==> src/rtl/imm_gen_pipe_if.sv <==
`default_nettype none
// ============================================================================
//  Module      : imm_gen_pipe_if
//  Description : Instruction-in / immediate-out handshake bundle for
//                imm_gen_pipe. "slave" is the generator, "master" the user.
//  Revision    : 1.0 - initial release
// ============================================================================
interface imm_gen_pipe_if #(
    parameter int XLEN = 32
);
    logic            in_valid;
    logic            in_ready;
    logic [31:0]     in_instr;
    logic [2:0]      in_src;
    logic            out_valid;
    logic            out_ready;
    logic [XLEN-1:0] out_imm;
    logic [2:0]      out_type;
    logic            out_illegal;

    modport master (
        output in_valid, in_instr, in_src, out_ready,
        input  in_ready, out_valid, out_imm, out_type, out_illegal
    );

    modport slave (
        input  in_valid, in_instr, in_src, out_ready,
        output in_ready, out_valid, out_imm, out_type, out_illegal
    );
endinterface
`default_nettype wire

==> src/rtl/imm_gen_pipe.sv <==
`default_nettype none
// ============================================================================
//  Module      : imm_gen_pipe
//  Description : Decode-stage immediate generator (I/S/B/J/U/Z) with optional
//                opcode auto-decode, buffered through a small output FIFO.
//  Revision    : 1.0 - initial release
// ============================================================================
module imm_gen_pipe #(
    parameter int XLEN        = 32,
    parameter int DEPTH       = 2,
    parameter int AUTO_DECODE = 0
) (
    input  logic        clk,
    input  logic        reset,
    input  logic        flush,
    imm_gen_pipe_if.slave bus
);
    localparam int c_AW = $clog2(DEPTH);
    localparam int c_CW = $clog2(DEPTH + 1);
    localparam logic [c_CW-1:0] c_FULL = c_CW'(DEPTH);

    localparam logic [2:0] c_T_I = 3'b000;
    localparam logic [2:0] c_T_S = 3'b001;
    localparam logic [2:0] c_T_B = 3'b010;
    localparam logic [2:0] c_T_J = 3'b011;
    localparam logic [2:0] c_T_U = 3'b100;
    localparam logic [2:0] c_T_Z = 3'b101;
    localparam logic [2:0] c_T_N = 3'b110;
    localparam logic [2:0] c_T_R = 3'b111;

    logic [31:0]     w_instr;
    logic [2:0]      w_type;
    logic [31:0]     w_imm32;
    logic [XLEN-1:0] w_imm;
    logic            w_illegal;

    assign w_instr = bus.in_instr;

    generate
        if (AUTO_DECODE != 0) begin : g_auto_decode
            logic [6:0] w_opcode;
            logic       w_src_unused;

            assign w_opcode     = w_instr[6:0];
            assign w_src_unused = ^bus.in_src;

            always_comb begin
                case (w_opcode)
                    7'b0000011, 7'b0010011, 7'b1100111: w_type = c_T_I;
                    7'b0100011:                         w_type = c_T_S;
                    7'b1100011:                         w_type = c_T_B;
                    7'b1101111:                         w_type = c_T_J;
                    7'b0110111, 7'b0010111:             w_type = c_T_U;
                    // funct3[2] separates the immediate CSR forms from the register ones
                    7'b1110011:  w_type = w_instr[14] ? c_T_Z : c_T_I;
                    7'b0110011, 7'b0001111:             w_type = c_T_N;
                    7'b0011011:  w_type = (XLEN == 64) ? c_T_I : c_T_R;
                    default:                            w_type = c_T_R;
                endcase
            end
        end else begin : g_src_decode
            assign w_type = bus.in_src;
        end
    endgenerate

    // Every format fits in 32 bits; widening to XLEN is a plain sign extension.
    always_comb begin
        w_imm32 = '0;
        case (w_type)
            c_T_I: w_imm32 = {{20{w_instr[31]}}, w_instr[31:20]};
            c_T_S: w_imm32 = {{20{w_instr[31]}}, w_instr[31:25], w_instr[11:7]};
            c_T_B: w_imm32 = {{19{w_instr[31]}}, w_instr[31], w_instr[7],
                              w_instr[30:25], w_instr[11:8], 1'b0};
            c_T_J: w_imm32 = {{11{w_instr[31]}}, w_instr[31], w_instr[19:12],
                              w_instr[20], w_instr[30:21], 1'b0};
            c_T_U: w_imm32 = {w_instr[31:12], 12'b0};
            c_T_Z: w_imm32 = {27'b0, w_instr[19:15]};
            default: w_imm32 = '0;
        endcase
    end

    generate
        if (XLEN > 32) begin : g_wide
            assign w_imm = {{(XLEN-32){w_imm32[31]}}, w_imm32};
        end else begin : g_narrow
            assign w_imm = w_imm32;
        end
    endgenerate

    assign w_illegal = (w_type == c_T_R);

    logic [XLEN-1:0] r_imm     [DEPTH];
    logic [2:0]      r_type    [DEPTH];
    logic            r_illegal [DEPTH];
    logic [c_AW-1:0] r_wptr;
    logic [c_AW-1:0] r_rptr;
    logic [c_CW-1:0] r_count;
    logic            w_out_valid;
    logic            w_push;
    logic            w_pop;

    // Ready comes only from the registered count, so out_ready never reaches in_ready.
    assign bus.in_ready = (r_count != c_FULL);
    assign w_out_valid  = (r_count != '0);
    assign w_push       = bus.in_valid && (r_count != c_FULL) && !flush;
    assign w_pop        = w_out_valid && bus.out_ready && !flush;

    always_ff @(posedge clk) begin
        if (w_push) begin
            r_imm[r_wptr]     <= w_imm;
            r_type[r_wptr]    <= w_type;
            r_illegal[r_wptr] <= w_illegal;
        end
    end

    always_ff @(posedge clk or posedge reset) begin
        if (reset) begin
            r_wptr  <= '0;
            r_rptr  <= '0;
            r_count <= '0;
        end else if (flush) begin
            r_wptr  <= '0;
            r_rptr  <= '0;
            r_count <= '0;
        end else begin
            if (w_push) r_wptr <= r_wptr + 1'b1;
            if (w_pop)  r_rptr <= r_rptr + 1'b1;
            case ({w_push, w_pop})
                2'b10:   r_count <= r_count + 1'b1;
                2'b01:   r_count <= r_count - 1'b1;
                default: r_count <= r_count;
            endcase
        end
    end

    assign bus.out_valid   = w_out_valid;
    assign bus.out_imm     = w_out_valid ? r_imm[r_rptr]     : '0;
    assign bus.out_type    = w_out_valid ? r_type[r_rptr]    : c_T_N;
    assign bus.out_illegal = w_out_valid ? r_illegal[r_rptr] : 1'b0;
endmodule
`default_nettype wire

==> src/flat_wrapper.sv <==
// flat-port wrapper written by rule: the top's interface ports become plain ports
module imm_gen_pipe_flat 
#(
    parameter int XLEN        = 32,
    parameter int DEPTH       = 2,
    parameter int AUTO_DECODE = 0
)
  (clk, reset, flush, bus_in_valid, bus_in_instr, bus_in_src, bus_out_ready, bus_in_ready, bus_out_valid, bus_out_imm, bus_out_type, bus_out_illegal);
  imm_gen_pipe_if #(.XLEN(XLEN)) bus_i ();
  input  logic clk;
  input  logic reset;
  input  logic flush;
  input wire logic [$bits(bus_i.in_valid)-1:0] bus_in_valid;
  input wire logic [$bits(bus_i.in_instr)-1:0] bus_in_instr;
  input wire logic [$bits(bus_i.in_src)-1:0] bus_in_src;
  input wire logic [$bits(bus_i.out_ready)-1:0] bus_out_ready;
  output wire logic [$bits(bus_i.in_ready)-1:0] bus_in_ready;
  output wire logic [$bits(bus_i.out_valid)-1:0] bus_out_valid;
  output wire logic [$bits(bus_i.out_imm)-1:0] bus_out_imm;
  output wire logic [$bits(bus_i.out_type)-1:0] bus_out_type;
  output wire logic [$bits(bus_i.out_illegal)-1:0] bus_out_illegal;
  assign bus_i.in_valid = bus_in_valid;
  assign bus_i.in_instr = bus_in_instr;
  assign bus_i.in_src = bus_in_src;
  assign bus_i.out_ready = bus_out_ready;
  assign bus_in_ready = bus_i.in_ready;
  assign bus_out_valid = bus_i.out_valid;
  assign bus_out_imm = bus_i.out_imm;
  assign bus_out_type = bus_i.out_type;
  assign bus_out_illegal = bus_i.out_illegal;
  imm_gen_pipe #(.XLEN(XLEN), .DEPTH(DEPTH), .AUTO_DECODE(AUTO_DECODE)) u_core (.clk(clk), .reset(reset), .flush(flush), .bus(bus_i));
endmodule
==> config.mk <==
export PLATFORM = sky130hd
export DESIGN_NAME = imm_gen_pipe_flat
export DESIGN_NICKNAME = d
export VERILOG_FILES = /design/src/rtl/imm_gen_pipe_if.sv /design/src/rtl/imm_gen_pipe.sv /design/src/flat_wrapper.sv
export SDC_FILE = /design/constraint.sdc
export NUM_CORES = 1
export LEC_CHECK = 0
export BUFFER_PORTS_ARGS = -buffer_cell sky130_fd_sc_hd__buf_2
export CAP_MARGIN = 20
export CORE_ASPECT_RATIO = 0.7
export CORE_MARGIN = 3
export CORE_UTILIZATION = 54
export DETAILED_ROUTE_END_ITERATION = 7
export PLACE_DENSITY_LB_ADDON = 0.3
export SYNTH_ARGS = -nofsm -noshare
export SYNTH_HDL_FRONTEND = slang
export SYNTH_SLANG_ARGS = --single-unit
==> constraint.sdc <==
create_clock -name clk -period 4.7 [get_ports clk]
set_input_delay 0.94 -clock clk [delete_from_list [all_inputs] [get_ports clk]]
set_output_delay 0.94 -clock clk [all_outputs]
set_load 0.005 [all_outputs]
[After elaboration in Yosys (flattened, before gate mapping)]
Memory sizes are Yosys's and may differ from the RTL's.
Cells that the tools add are included.
W data, S select, Z words.
Storage, ports and cells
  output and inout bits: 38
  bits in registers: 4
  bits in writable memories: 72
  memories kept: 3
  bits of input ports: 40
Operators by class
  $add $sub $neg: 4
  equality and inequality tests: 9
  reduce and logical (&&, ||, !) cells: 10
  muxes and demuxes: 12
Memories
  u_core.r_imm: depth 2, bits a word 32, read ports 1, clocked after memory_dff 0, write ports 1, RTL line imm_gen_pipe.sv:92  | logic [XLEN-1:0] r_imm [DEPTH];
  u_core.r_type: depth 2, bits a word 3, read ports 1, clocked after memory_dff 0, write ports 1, RTL line imm_gen_pipe.sv:93  | logic [2:0] r_type [DEPTH];
  u_core.r_illegal: depth 2, bits a word 1, read ports 1, clocked after memory_dff 0, write ports 1, RTL line imm_gen_pipe.sv:94  | logic r_illegal [DEPTH];
Operator list (number)
  $pmux W32 S6: 1
  $mux W32: 1
  $eq A3 B3 Y1 const B: 3
  $mux W1: 7
  $eq A3 B2 Y1 const B: 2
  $reduce_bool A2 Y1: 3
  $logic_and A1 B1 Y1: 4
  $pmux W2 S2: 1
  $eq A3 B1 Y1 const B: 1
  $logic_not A3 Y1: 1
  $mux W3: 1
  $reduce_bool A3 Y1: 1
  $add A1 B1 Y1 const B: 2
  $add A2 B1 Y2 const B: 1
  $eq A2 B1 Y1 const B: 1
  $eq A2 B2 Y1 const B: 1
  $mux W2: 1
  $ne A2 B2 Y1 const B: 1
  $sub A2 B1 Y2 const B: 1
  $logic_not A1 Y1: 1

[Depth between registers and ports, before layout]
  depth after elaboration: 6
  gate-level depth with buffers: 5

[Worst setup path after synthesis]
No wires, ideal clock.
  kind: input -> register
  start: in bus_in_valid
  end: mem u_core.r_illegal[1], enable pin
  slack: 542 ps
  buffers on the path: 0
  cell stages on the path: 2
  data required time: 4219 ps
  data arrival time: 3676 ps
  cell sequence: nand2_1 -> nor3b_1
On the way
  word-level cells in the longest chain between the ends: 4
RTL lines
  from (decl): RTL line flat_wrapper.sv:13  | input wire logic [$bits(bus_i.in_valid)-1:0] bus_in_valid;
  $logic_and A1 B1 Y1 (2 in a row): RTL line imm_gen_pipe.sv:105  | assign w_push = bus.in_valid && (r_count != c_FULL) && !flush;
  $mux W1: RTL line imm_gen_pipe.sv:109  | if (w_push) begin
  $mux W1 (implied by the code): RTL line imm_gen_pipe.sv:112  | r_illegal[r_wptr] <= w_illegal;
  to (decl): RTL line imm_gen_pipe.sv:94
No other way between the ends.

[Worst setup path in the final report]
  start: reg u_core.r_rptr
  end: out bus_out_imm[15]
On the way
  word-level cells in the longest chain between the ends: 2
RTL lines
  from (decl): RTL line imm_gen_pipe.sv:96  | logic [c_AW-1:0] r_rptr;
  from (signal assigned): RTL line imm_gen_pipe.sv:127  | if (w_pop) r_rptr <= r_rptr + 1'b1;
  $mem_v2 Z2 W32
  $mux W32: RTL line imm_gen_pipe.sv:137  | assign bus.out_imm = w_out_valid ? r_imm[r_rptr] : '0;
  to (decl): RTL line flat_wrapper.sv:19  | output wire logic [$bits(bus_i.out_imm)-1:0] bus_out_imm;
No other way between the ends.

==> run metrics <==
mean number of vias per cell 5.50; final setup vio count 0; max-slew violation count 0; Starting Density 58.2%; core area 0.00596 sq mm; Critical Path RT 3.76 ns; H-Tree Depth 3; Post-Synthesis Cells 257; Final TNS setup 0 ns; DR vias 2223; share of cells above drive strength 1 28.9%; Hold Slack 0.474 ns; YS warnings 0; Pwr Density 368 mW/mm^2; area of the mapped netlist 0.00347 sq mm; hold_buf cts 0; GPL Wtd Cong 0.820; Data arrival, critical path 2.00 ns; Yosys cell types 34; clk_lat worst skew 0.34 ns; leakage 1.61 nW; dpl hpwl 4510 um; CTS clk-pin slew, worst paths 0.08 ns; drt pass-1 iters 4; outcome finished, final reports clean; Horiz. Die Dim 102 um; Avg Synthesized Cell Area 13.5 sq um; initial antenna violation count 0; min cycle time layout 2.94 ns; Fmax 340 MHz; Die Area 0.00744 sq mm; Worst Path Buf+Inv 1; clock buffer depth 2; Worst path top cell family by delay flip-flops; final-layout fill cell count 452; final worst-path cycle share 62.5%; Max FO, Critical Path 37; PortBufs 70; clock sink count 76; CP Launch Type flip-flop; DRT iter0 DRCs 155; Clock Power Share 34.8%; crit end category output pin; path type of the worst min-delay path input pin to asynchronous set/reset pin; Slew @ Worst Pin 1.12 ns; final antenna-violating net count 0; CTS tree done; cts repair resizes 0; # DRC 0; CP Cell Sequence mux2i_1, nor2_1, buf_2; Post-Route WL 6910 um; syn_nets 297; Die Y 73.1 um; number of max-cap violations 0; area grow syn2layout 17.0%; CTS Buf Count 9; Final Cell Area 0.00406 sq mm; Final nets 364; GR Overflow Total 0; WS Path Type flip-flop to output pin; area occupied by multi-input gates 0.00110 sq mm; RSZ-0062 raised after global routing false; Tot GR Track Use 20.0%; CTS Root Cell clkbuf_8; storage element area 0.00226 sq mm; ANT cells 0; PnR Total Power 1.49 mW; worst clock skew 0.00952 ns; Int Pwr 1.15 mW; most frequent cells in the layout 72 x edfxtp_1, 70 x buf_2, 42 x mux2i_1, 38 x nor2_1, 19 x a21oi_1; vias in the first global route 2256; Net Sw Power 0.340 mW; largest net degree at the start of global routing 38; #FFs+latches synth 76; global-route wire length before repair 11100 um; setup ws final 1.76 ns; sequential share of power 53.3%; most common cell after layout, fill and taps aside edfxtp_1; Setup Buffers After CTS 0; Switching Share 22.8%; maximum vdd drop 0.216 mV; combinational cell fraction of total power 11.9%; Final Hold Viols 0; IO Count 78; slowest CP cell dfrtp_2; slowest stage delay, CP 1.12 ns; post-synthesis sequential area ratio 65.2%; relative slew slack 25.4%; # rows 23; pre-CTS setup slack 2.05 ns; drt wl/cell 17.1 um; Placed Instance Area 0.00385 sq mm
cells in the mapped netlist:
cell type   n  area share (%)
buf_4       5             1.1
nor2_2      1            0.18
a21o_1     12             2.6
mux2_2      1            0.32
xor2_4      1            0.79
o21ai_0     3            0.43
nand2_1     5            0.54
and2b_1     2            0.43
nand3_1     1            0.14
buf_2       9             1.3
nand3b_1    1            0.22
nor3_1      1            0.14
o21bai_1    1            0.22
or2_2       1            0.18
o2bb2ai_1   4             1.0
xor2_1      1            0.25
a21oi_1    19             2.7
buf_6       1            0.32
a22o_1      1            0.25
o22ai_1     7             1.3
o211ai_1    1            0.22
clkbuf_1    3            0.32
dfrtp_1     4             2.9
or3_1       1            0.18
edfxtp_1   72              62
mux2i_1    42              12
nor3b_1     2            0.43
and2_1      2            0.36
inv_1       4            0.43
o21a_1      1            0.22
nor3b_2     1            0.36
nor2b_1     8             1.4
nor2_1     38             4.1
and3_1      1            0.18
cells by family after synthesis:
group                  after synthesis  share of synthesized area [%]
buffers and inverters               22                           3.46
flip-flops                          76                           65.2
multiplexers                        43                           12.4
AO/OA/AOI/OAI                       49                           8.94
AND/OR/NAND/NOR                     65                           8.91
XOR/XNOR                             2                           1.05
worst reg2reg max path, stage by stage (launching register included):
cell and delay, ns:
dfrtp_1 0.44, nor2b_1 0.18, inv_1 0.10, nand2_1 0.10
nor3b_2 0.19, buf_4 0.44
state kept, by name, summed over array words and instances (netlist names):
name,count
u_core.r_count,2
u_core.r_imm,64
u_core.r_wptr,1
u_core.r_rptr,1
u_core.r_type,6
u_core.r_illegal,2
per-stage QoR:
| stage | cells | utilization [%] |
|---|---|---|
| floorplan | 257 | - |
| global placement | 388 | 64.6 |
| detailed placement | 388 | 64.6 |
| CTS | 404 | 68.1 |
| global route | 404 | 68.1 |
| finish | 404 | 68.1 |
worst paths after layout:
path | to | cells past startpoint | startpoint | slack [ns]
max | bus_out_imm[15] | 3 | u_core.r_rptr | 1.76
min | u_core.r_count[0] | 2 | reset | 0.47
max reg2reg | u_core.r_imm[1][22] | 5 | u_core.r_count[1] | 2.86
min reg2reg | u_core.r_wptr | 2 | u_core.r_wptr | 0.61
max in group asynchronous | u_core.r_rptr | 2 | reset | 4.05
min in group clk | u_core.r_wptr | 2 | u_core.r_wptr | 0.61
final cells by class:
class                      instances  share of cell area (%)
timing repair buffer              74                    9.37
clock inverter                     4                    1.82
inverter                           4                   0.370
tap                               75                    2.31
sequential                        76                    55.8
clock buffer                      12                    3.33
multi-input combinational        159                    27.0
power groups by stage:
stage / logic (mW) / registers, mW / clock network, mW
detailed placement: 0.178 / 0.812 / 0
global placement: 0.172 / 0.810 / 0
finish: 0.177 / 0.797 / 0.520
global route: 0.197 / 0.799 / 0.563
floorplan: 0.125 / 0.797 / 0
CTS: 0.179 / 0.797 / 0.530
layer usage:
metal / up-vias / global-route usage, % / share of wire (%) / wire length [um]
li1: 1080 / - / - / -
met1: 1043 / 25.9 / 44 / 3030
met2: 94 / 33.0 / 47 / 3230
met3: 6 / 6.40 / 8.5 / 584
met4: 0 / 5.16 / 0.80 / 55
met5: - / 0 / 0 / 0
No activity file was read; power rests on OpenSTA's default activity.
